## src/rtl/tile_sequencer.sv

```systemverilog
// Frame sequencer: walks NB_TILES tiles, fetching COEFF_WORDS coefficients per tile over a
// wishbone master and then running the init / cache-fill / incremental-compute handshakes.
module tile_sequencer #(
    parameter int unsigned NB_TILES    = 1200,
    parameter int unsigned COEFF_WORDS = 4,
    parameter int unsigned TILE_W      = 11,
    localparam int unsigned IDX_W      = (COEFF_WORDS > 1) ? $clog2(COEFF_WORDS) : 1
) (
    input  logic              clk,
    input  logic              preset_n,
    input  logic [31:0]       wb_reg_data,
    input  logic [31:0]       wb_reg_ctr,
    output logic              p_interrupt,
    output logic              p_busy,
    output logic              p_wb_STB_O,
    output logic              p_wb_CYC_O,
    output logic              p_wb_LOCK_O,
    output logic [3:0]        p_wb_SEL_O,
    output logic              p_wb_WE_O,
    output logic [31:0]       p_wb_ADR_O,
    input  logic              p_wb_ACK_I,
    input  logic [31:0]       p_wb_DAT_I,
    output logic [31:0]       p_wb_DAT_O,
    output logic [31:0]       coeff_data,
    output logic [IDX_W-1:0]  coeff_idx,
    output logic              coeff_valid,
    output logic [TILE_W-1:0] tile_idx,
    output logic              init_start,
    input  logic              init_done,
    output logic              fill_req,
    input  logic              cache_rdy,
    output logic              incr_start,
    input  logic              incr_done
);

    localparam logic [IDX_W-1:0]  K_LAST    = IDX_W'(COEFF_WORDS - 1);
    localparam logic [TILE_W-1:0] TILE_LAST = TILE_W'(NB_TILES - 1);

    typedef enum logic [2:0] {StIdle, StFetch, StInit, StFill, StCalc, StDone} state_e;

    state_e            state_q, state_d;
    logic              old0_q, old1_q;
    logic [31:0]       base_q, base_d;
    logic              single_q, single_d;
    logic [TILE_W-1:0] tile_q, tile_d;
    logic [IDX_W-1:0]  k_q, k_d;
    logic              stb_q, stb_d;
    logic              abort_pend_q, abort_pend_d;
    logic [31:0]       coeff_data_q, coeff_data_d;
    logic [IDX_W-1:0]  coeff_idx_q, coeff_idx_d;
    logic              coeff_valid_q, coeff_valid_d;
    logic              init_start_q, init_start_d;
    logic              fill_req_q, fill_req_d;
    logic              incr_start_q, incr_start_d;
    logic              irq_q, irq_d;

    logic        start_ev, ack_ev, abort;
    logic        cyc;
    logic [31:0] word_off;
    logic        unused_ctr;

    assign start_ev   = wb_reg_ctr[0] & ~old0_q;
    assign ack_ev     = wb_reg_ctr[1] & ~old1_q;
    assign abort      = wb_reg_ctr[2];
    assign unused_ctr = ^wb_reg_ctr[31:4];

    always_comb begin
        state_d       = state_q;
        base_d        = base_q;
        single_d      = single_q;
        tile_d        = tile_q;
        k_d           = k_q;
        stb_d         = stb_q;
        abort_pend_d  = abort_pend_q;
        coeff_data_d  = coeff_data_q;
        coeff_idx_d   = coeff_idx_q;
        coeff_valid_d = 1'b0;
        init_start_d  = 1'b0;
        fill_req_d    = 1'b0;
        incr_start_d  = 1'b0;
        irq_d         = irq_q & ~ack_ev;

        case (state_q)
            StIdle: begin
                if (start_ev && !abort) begin
                    state_d      = StFetch;
                    base_d       = wb_reg_data;
                    single_d     = wb_reg_ctr[3];
                    tile_d       = '0;
                    k_d          = '0;
                    stb_d        = 1'b1;
                    abort_pend_d = 1'b0;
                end
            end
            StFetch: begin
                if (stb_q) begin
                    // An abort seen mid-transfer is remembered so the read still completes.
                    if (abort) abort_pend_d = 1'b1;
                    if (p_wb_ACK_I) begin
                        stb_d = 1'b0;
                        if (abort || abort_pend_q) begin
                            state_d      = StIdle;
                            abort_pend_d = 1'b0;
                        end else begin
                            coeff_data_d  = p_wb_DAT_I;
                            coeff_idx_d   = k_q;
                            coeff_valid_d = 1'b1;
                            if (k_q == K_LAST) begin
                                state_d      = StInit;
                                init_start_d = 1'b1;
                            end else begin
                                k_d = k_q + 1'b1;
                            end
                        end
                    end
                end else if (abort) begin
                    state_d = StIdle;
                end else begin
                    stb_d = 1'b1;
                end
            end
            StInit: begin
                if (abort) begin
                    state_d = StIdle;
                end else if (init_done) begin
                    state_d    = StFill;
                    fill_req_d = 1'b1;
                end
            end
            StFill: begin
                if (abort) begin
                    state_d = StIdle;
                end else if (cache_rdy) begin
                    state_d      = StCalc;
                    incr_start_d = 1'b1;
                end
            end
            StCalc: begin
                if (abort) begin
                    state_d = StIdle;
                end else if (incr_done) begin
                    if (tile_q == TILE_LAST || single_q) begin
                        state_d = StDone;
                        irq_d   = 1'b1;
                    end else begin
                        state_d = StFetch;
                        tile_d  = tile_q + 1'b1;
                        k_d     = '0;
                        stb_d   = 1'b1;
                    end
                end
            end
            StDone:  state_d = StIdle;
            default: state_d = StIdle;
        endcase
    end

    always_ff @(posedge clk or negedge preset_n) begin
        if (!preset_n) begin
            state_q       <= StIdle;
            old0_q        <= 1'b0;
            old1_q        <= 1'b0;
            base_q        <= '0;
            single_q      <= 1'b0;
            tile_q        <= '0;
            k_q           <= '0;
            stb_q         <= 1'b0;
            abort_pend_q  <= 1'b0;
            coeff_data_q  <= '0;
            coeff_idx_q   <= '0;
            coeff_valid_q <= 1'b0;
            init_start_q  <= 1'b0;
            fill_req_q    <= 1'b0;
            incr_start_q  <= 1'b0;
            irq_q         <= 1'b0;
        end else begin
            state_q       <= state_d;
            old0_q        <= wb_reg_ctr[0];
            old1_q        <= wb_reg_ctr[1];
            base_q        <= base_d;
            single_q      <= single_d;
            tile_q        <= tile_d;
            k_q           <= k_d;
            stb_q         <= stb_d;
            abort_pend_q  <= abort_pend_d;
            coeff_data_q  <= coeff_data_d;
            coeff_idx_q   <= coeff_idx_d;
            coeff_valid_q <= coeff_valid_d;
            init_start_q  <= init_start_d;
            fill_req_q    <= fill_req_d;
            incr_start_q  <= incr_start_d;
            irq_q         <= irq_d;
        end
    end

    // Bus cycle is tied to the state register so reset drops CYC asynchronously.
    assign cyc      = (state_q == StFetch);
    assign word_off = 32'(tile_q) * COEFF_WORDS + 32'(k_q);

    assign p_busy      = (state_q != StIdle);
    assign p_interrupt = irq_q;
    assign p_wb_CYC_O  = cyc;
    assign p_wb_LOCK_O = cyc;
    assign p_wb_STB_O  = cyc & stb_q;
    assign p_wb_SEL_O  = {4{cyc}};
    assign p_wb_WE_O   = 1'b0;
    assign p_wb_DAT_O  = '0;
    assign p_wb_ADR_O  = cyc ? (base_q + {word_off[29:0], 2'b00}) : '0;
    assign coeff_data  = coeff_data_q;
    assign coeff_idx   = coeff_idx_q;
    assign coeff_valid = coeff_valid_q;
    assign tile_idx    = tile_q;
    assign init_start  = init_start_q;
    assign fill_req    = fill_req_q;
    assign incr_start  = incr_start_q;

endmodule
```

## config.mk

```make
export PLATFORM = sky130hd
export DESIGN_NAME = tile_sequencer
export DESIGN_NICKNAME = d
export VERILOG_FILES = /design/src/rtl/tile_sequencer.sv
export SDC_FILE = /design/constraint.sdc
export NUM_CORES = 1
export LEC_CHECK = 0
export ABC_AREA = 1
export CORE_MARGIN = 3
export CORE_UTILIZATION = 30
export CTS_BUF_LIST = sky130_fd_sc_hd__clkbuf_4 sky130_fd_sc_hd__clkbuf_8 sky130_fd_sc_hd__clkbuf_16
export CTS_CLUSTER_SIZE = 24
export DETAILED_ROUTE_END_ITERATION = 8
export PLACE_DENSITY = 0.69
export SKIP_LAST_GASP = 1
export SLEW_MARGIN = 15
export SYNTH_ARGS = -nofsm -noshare
export SYNTH_HDL_FRONTEND = slang
export SYNTH_SLANG_ARGS = --single-unit
```

## constraint.sdc

```tcl
create_clock -name clk -period 2.8 [get_ports clk]
set_input_delay 0.84 -clock clk [delete_from_list [all_inputs] [get_ports clk]]
set_output_delay 0.84 -clock clk [all_outputs]
set_load 0.01 [all_outputs]
```

# --- After elaboration in Yosys (flattened, before gate mapping) ---
# Index checks and enable logic that the tools add are counted.
classes:
  addsub: 4
  mul: 0
  n_div: 0
  n_lt_le_gt_ge: 0
  n_eq_ne: 20
  shift: 0
  mux: 62
  n_bitwise: 8
  n_reduce_logical: 16
ops:
  columns: ["cell", "n"]
  rows:
  - ["$mux W11", 4]
  - ["$mux W3", 13]
  - ["$add A32 B16 Y32", 1]
  - ["$mux W32", 1]
  - ["$mux W1", 31]
  - ["$pmux W11 S2", 1]
  - ["$mux W2", 8]
  - ["$ne A2 B2 Y1 const B", 8]
  - ["$ne A3 B3 Y1 const B", 5]
  - ["$pmux W3 S5", 1]
  - ["$add A13 B2 Y14", 1]
  - ["$add A11 B1 Y11 const B", 1]
  - ["$eq A11 B11 Y1 const B", 1]
  - ["$reduce_and A5 Y1", 2]
  - ["$reduce_and A9 Y1", 1]
  - ["$reduce_and A7 Y1", 1]
  - ["$eq A3 B2 Y1 const B", 2]
  - ["$pmux W2 S3", 1]
  - ["$reduce_bool A3 Y1", 2]
  - ["$and A1 B1 Y1", 4]
  - ["$ne A4 B2 Y1 const B", 1]
  - ["$not A1 Y1", 4]
  - ["$reduce_and A4 Y1", 1]
  - ["$reduce_bool A2 Y1", 2]
  - ["12 further kinds", 13]
word_totals:
  regBits: 92
  latchBits: 0
  ram_bits: 0
  romBits: 0
  in_bits: 102
  output_inout_bits: 123
  elab_cells: 126
  mem_count: 0

# --- Longest topological paths before layout ---
# Gate-level depths: netlist (run 1).
depth:
  depth_word: 8
  ltp_mapped: 12
  mapped_depth_nobuf: 12

# --- Worst setup path before layout (run 1) ---
# OpenSTA, ideal clock, no wires.
synth_timing:
  path_type: "register -> output"
  from: "reg k_q[0]"
  to: "out p_wb_ADR_O[24]"
  arrival_ns: 1.869
  t_required_ns: 1.960
  slack_ns: 0.091
  stages_incl_launch_ff: 13
  path_buffers: 0
  cell_sequence: "dfrtp_1 -> ha_1 -> inv_1 -> fa_1 -> inv_1 -> nand3_1 -> nand3_1 -> nand2_1 -> nand2_1 -> nand3_1 -> nand3_1 -> nand2_1 -> nor2_1"
synth_via:
  elab_chain_len: 3
synth_rtl:
  columns: ["item", "line_no", "source"]
  rows:
  - ["from (decl)", "46", "logic [IDX_W-1:0] k_q, k_d;"]
  - ["from (signal assigned)", "183", "k_q <= k_d;"]
  - ["$add A13 B2 Y14", "198", "assign word_off = 32'(tile_q) * COEFF_WORDS + 32'(k_q);"]
  - ["$add A32 B16 Y32", "208", "assign p_wb_ADR_O = cyc ? (base_q + {word_off[29:0], 2'b00}) : '0;"]
  - ["$mux W32", "208", null]
  - ["to (decl)", "20", "output logic [31:0] p_wb_ADR_O,"]
# No other way between the ends.

# --- Final worst setup path (run 1) ---
layout_timing:
  from: "reg k_q[0]"
  to: "out p_wb_ADR_O[12]"
# The elaborated chain is that of the path after synthesis.

==> impl_results.md, run 1 <==
* Status: complete, but fails checks
* Failing checks: negative setup slack
* FP Rows at 49
* WL final at between 15000 and 20000 µm
* Area Growth Syn to Fin at 62.2%
* Antenna fix cells at 0
* Pwr per Cell Area at approximately 890 mW/mm²
* Synthesized area at ~0.0057 mm²
* Worst slack, placed at -0.496 ns
* Slew @ Worst Pin at 0.568 ns
* H-tree depth at 3
* I/O Pins at about 230
* Worst Setup End Kind: output pin
* Wire per inst at between 10 and 15 µm
* Max rail drop VDD at 438 µV
* Max Slew Vio Count at 0
* Antenna-violating nets left at 0
* Num CTS Buffers at 9
* Grt total ovfl at 0
* CTS tree: done
* YS warnings at 0
* Mean post-synth cell area at ~7 µm²
* Initial Util at about 31%
* Clk sinks at 92
* Post-synth cell types at 36
* Crit Path Max Fanout at 3
* Fin Setup TNS at -4.57 ns
* First-pass DRT Iterations at 6
* Final Cycle Share at 111%
* Dominant cell type by area after synthesis: dfrtp_1
* Fin crit period at 3.11 ns
* Most common cell after layout, fill and taps aside: nand2_1
* Pin count of the biggest net entering global routing at 52
* Final hold viol count at 0
* Root Driver: clkbuf_16
* Number of remaining DRC errors at 0
* Synth top area share at between 40 and 50%
* Initial antenna violation count at 1
* Via count at about 6000
* CTS Buffer Depth at 2
* Reg clk slew, reported paths at about 0.070 ns
* Highest clock rate at around 320 MHz
* Vias per inst at between 4 and 5
* Most used flip-flop cell after synthesis: dfrtp_1
* Final net count at around 1200
* Number of global-route vias before repair at ~5900
* Top cells by area, synth: dfrtp_1 (40%), nand2_1 (18%), nor2_1 (6.1%)
* Max cap viols at 0
* Filler Cell Count at 1718
* Sequential element share of the synthesized area at between 40% and 50%
* Leakage at ~0.0048 µW
* Crit start category: register
* Clock skew at between 0.01 and 0.015 ns
* Total power draw at ~8300 µW
* Non-Filler Instances at roughly 1300
* Die span in x at approximately 140 µm
* Post-Synthesis Cells at 807
* Slew margin rel. at approximately 62%
* Critical path required time at between 1.5 and 2 ns
* Die footprint at 0.0208 mm²
* RSZ-0062 raised after global routing: yes
* CP Class: register to output pin
* Routability Congestion at ~0.90
* First DRT Iteration DRCs at approximately 350
* First-pass GRT wire length at 29700 µm
* PnR worst setup slack at -0.306 ns
* Cell area after placement at between 0.007 and 0.008 mm²
* Finished Cell Area at 0.00932 mm²
* Die Y-Extent at between 100 and 150 µm
* DP Wirelength at ~14000 µm
* Final setup viols at 26
* Ratio of cells with drive above 1 in the final layout at around 30%
* Core area at 0.0184 mm²
* I/O Buffers at 163
* Most frequent cells in the layout: nand2_1 (219), clkdlybuf4s50_1 (130), dfrtp_1 (92)
* Total track usage at 18.0%
* WP data arrival at ~2.3 ns
* DP Cell Count at 1249
* Post-synth EDFFs at 0
* Clock Latency Late Sink at about 0.36 ns
* Async SR Flop Fraction at 100%
* Number of synthesized register bits at slightly above 90
* Hold crit path type: input pin to asynchronous set/reset pin
-- metal layers --
| metal | global-route usage, % | share of wire, % | vias to the layer above |
|---|---|---|---|
| li1 | - | - | 2949 |
| met1 | 21.3 | 39 | 2785 |
| met2 | 30.0 | 49 | 221 |
| met3 | 7.14 | 9.1 | 37 |
| met4 | 5.65 | 2.4 | 2 |
| met5 | 0 | 0.042 | - |
-- final cells by class --
| cell class | count | area (µm²) | area share (%) |
|---|---|---|---|
| multi-input cells | 593 | 3710 | 39.8 |
| repair buffers | 260 | 2330 | 25.0 |
| flip-flops and latches | 92 | 2300 | 24.7 |
| inverters | 100 | 390 | 4.19 |
| well taps | 229 | 287 | 3.08 |
| clock buffers | 10 | 239 | 2.56 |
| clock inverters | 6 | 65.1 | 0.698 |
-- critical path, stage by stage (launching register included) --
cell	delay [ns]
dfrtp_1	0.36
ha_2	0.19
inv_2	0.04
fa_2	0.35
inv_2	0.11
buf_4	0.13
nand3_4	0.08
nand3_4	0.12
buf_6	0.11
o21ai_1	0.06
a21oi_1	0.19
buf_2	0.17
-- final timing paths --
kind | startpoint | endpoint | slack, ns | depth (start not counted)
max | k_q[0]$_DFFE_PN0P_ | p_wb_ADR_O[12] | -0.31 | 11
min | preset_n | coeff_data[29]$_DFFE_PN0P_ | 0.45 | 2
max reg2reg | tile_idx[1]$_DFFE_PN0P_ | tile_idx[7]$_DFFE_PN0P_ | 0.76 | 12
min reg2reg | coeff_data[0]$_DFFE_PN0P_ | coeff_data[0]$_DFFE_PN0P_ | 0.47 | 2
max in group asynchronous | preset_n | base_q[18]$_DFFE_PN0P_ | 1.85 | 2
min in group clk | coeff_data[0]$_DFFE_PN0P_ | coeff_data[0]$_DFFE_PN0P_ | 0.47 | 2
-- cells in the mapped netlist (3+ instances only) --
| library cell | count |
|---|---|
| xor2_1 | 7 |
| nor2_1 | 93 |
| dfrtp_1 | 92 |
| nand2_1 | 274 |
| inv_1 | 88 |
| nand3_1 | 41 |
| a21oi_1 | 48 |
| clkbuf_1 | 3 |
| o21ai_0 | 12 |
| nand2_4 | 3 |
| ha_1 | 15 |
| o21bai_1 | 3 |
| or2_1 | 3 |
| buf_2 | 12 |
| nand3b_1 | 3 |
| buf_4 | 38 |
| nor3_1 | 6 |
| mux2_1 | 13 |
| nand4_1 | 10 |
| inv_2 | 12 |
| o21ai_1 | 13 |
-- metrics by stage --
| step | util, % | hold slack, ns |
|---|---|---|
| floorplan | - | 0.452 |
| global placement | 43.4 | 0.452 |
| detailed placement | 43.4 | 0.458 |
| CTS | 47.8 | 0.455 |
| global route | 50.7 | 0.470 |
| finish | 50.7 | 0.451 |
-- sequential cells by signal, indices dropped and copies added (netlist names), 2 cells and up --
signal,flops
k_q,2
tile_idx,11
base_q,32
coeff_data,32
coeff_idx,2
state_q,3
-- logic make-up (layout without fill, tap and decap cells) --
group	after synthesis	after routing	synth area share [%]
AO/OA/AOI/OAI	81	81	7.45
adder cells (fa/ha/maj)	16	16	3.61
AND/OR/NAND/NOR	442	442	32.1
XOR/XNOR	8	8	1.22
flip-flops	92	92	40.1
other	1	33	0.0653
buffers and inverters	154	376	12.9
multiplexers	13	13	2.55
-- where the power goes --
group | internal, µW | switching, µW | leakage (µW)
registers | 1850 | 393 | 0.00114
clock network | 656 | 615 | 0.000150
logic | 2280 | 2520 | 0.00348
total | 4780 | 3530 | 0.00476
-- what timing repair did --
action / CTS / global route
endpoints found under the setup margin: 35 / 35
gates resized for setup: 226 / 125
hold buffers: 0 / 0
setup buffers: 16 / 13
pin swaps: 31 / 56
Note: power is estimated with default switching activity, not from simulation.
==> inputs of run 2 (changes only) <==
Settings changed: CTS_CLUSTER_SIZE 24 to 14.
==> results of run 2 <==
Same layout as run 1: the final DEF is identical, and so are final timing and power.
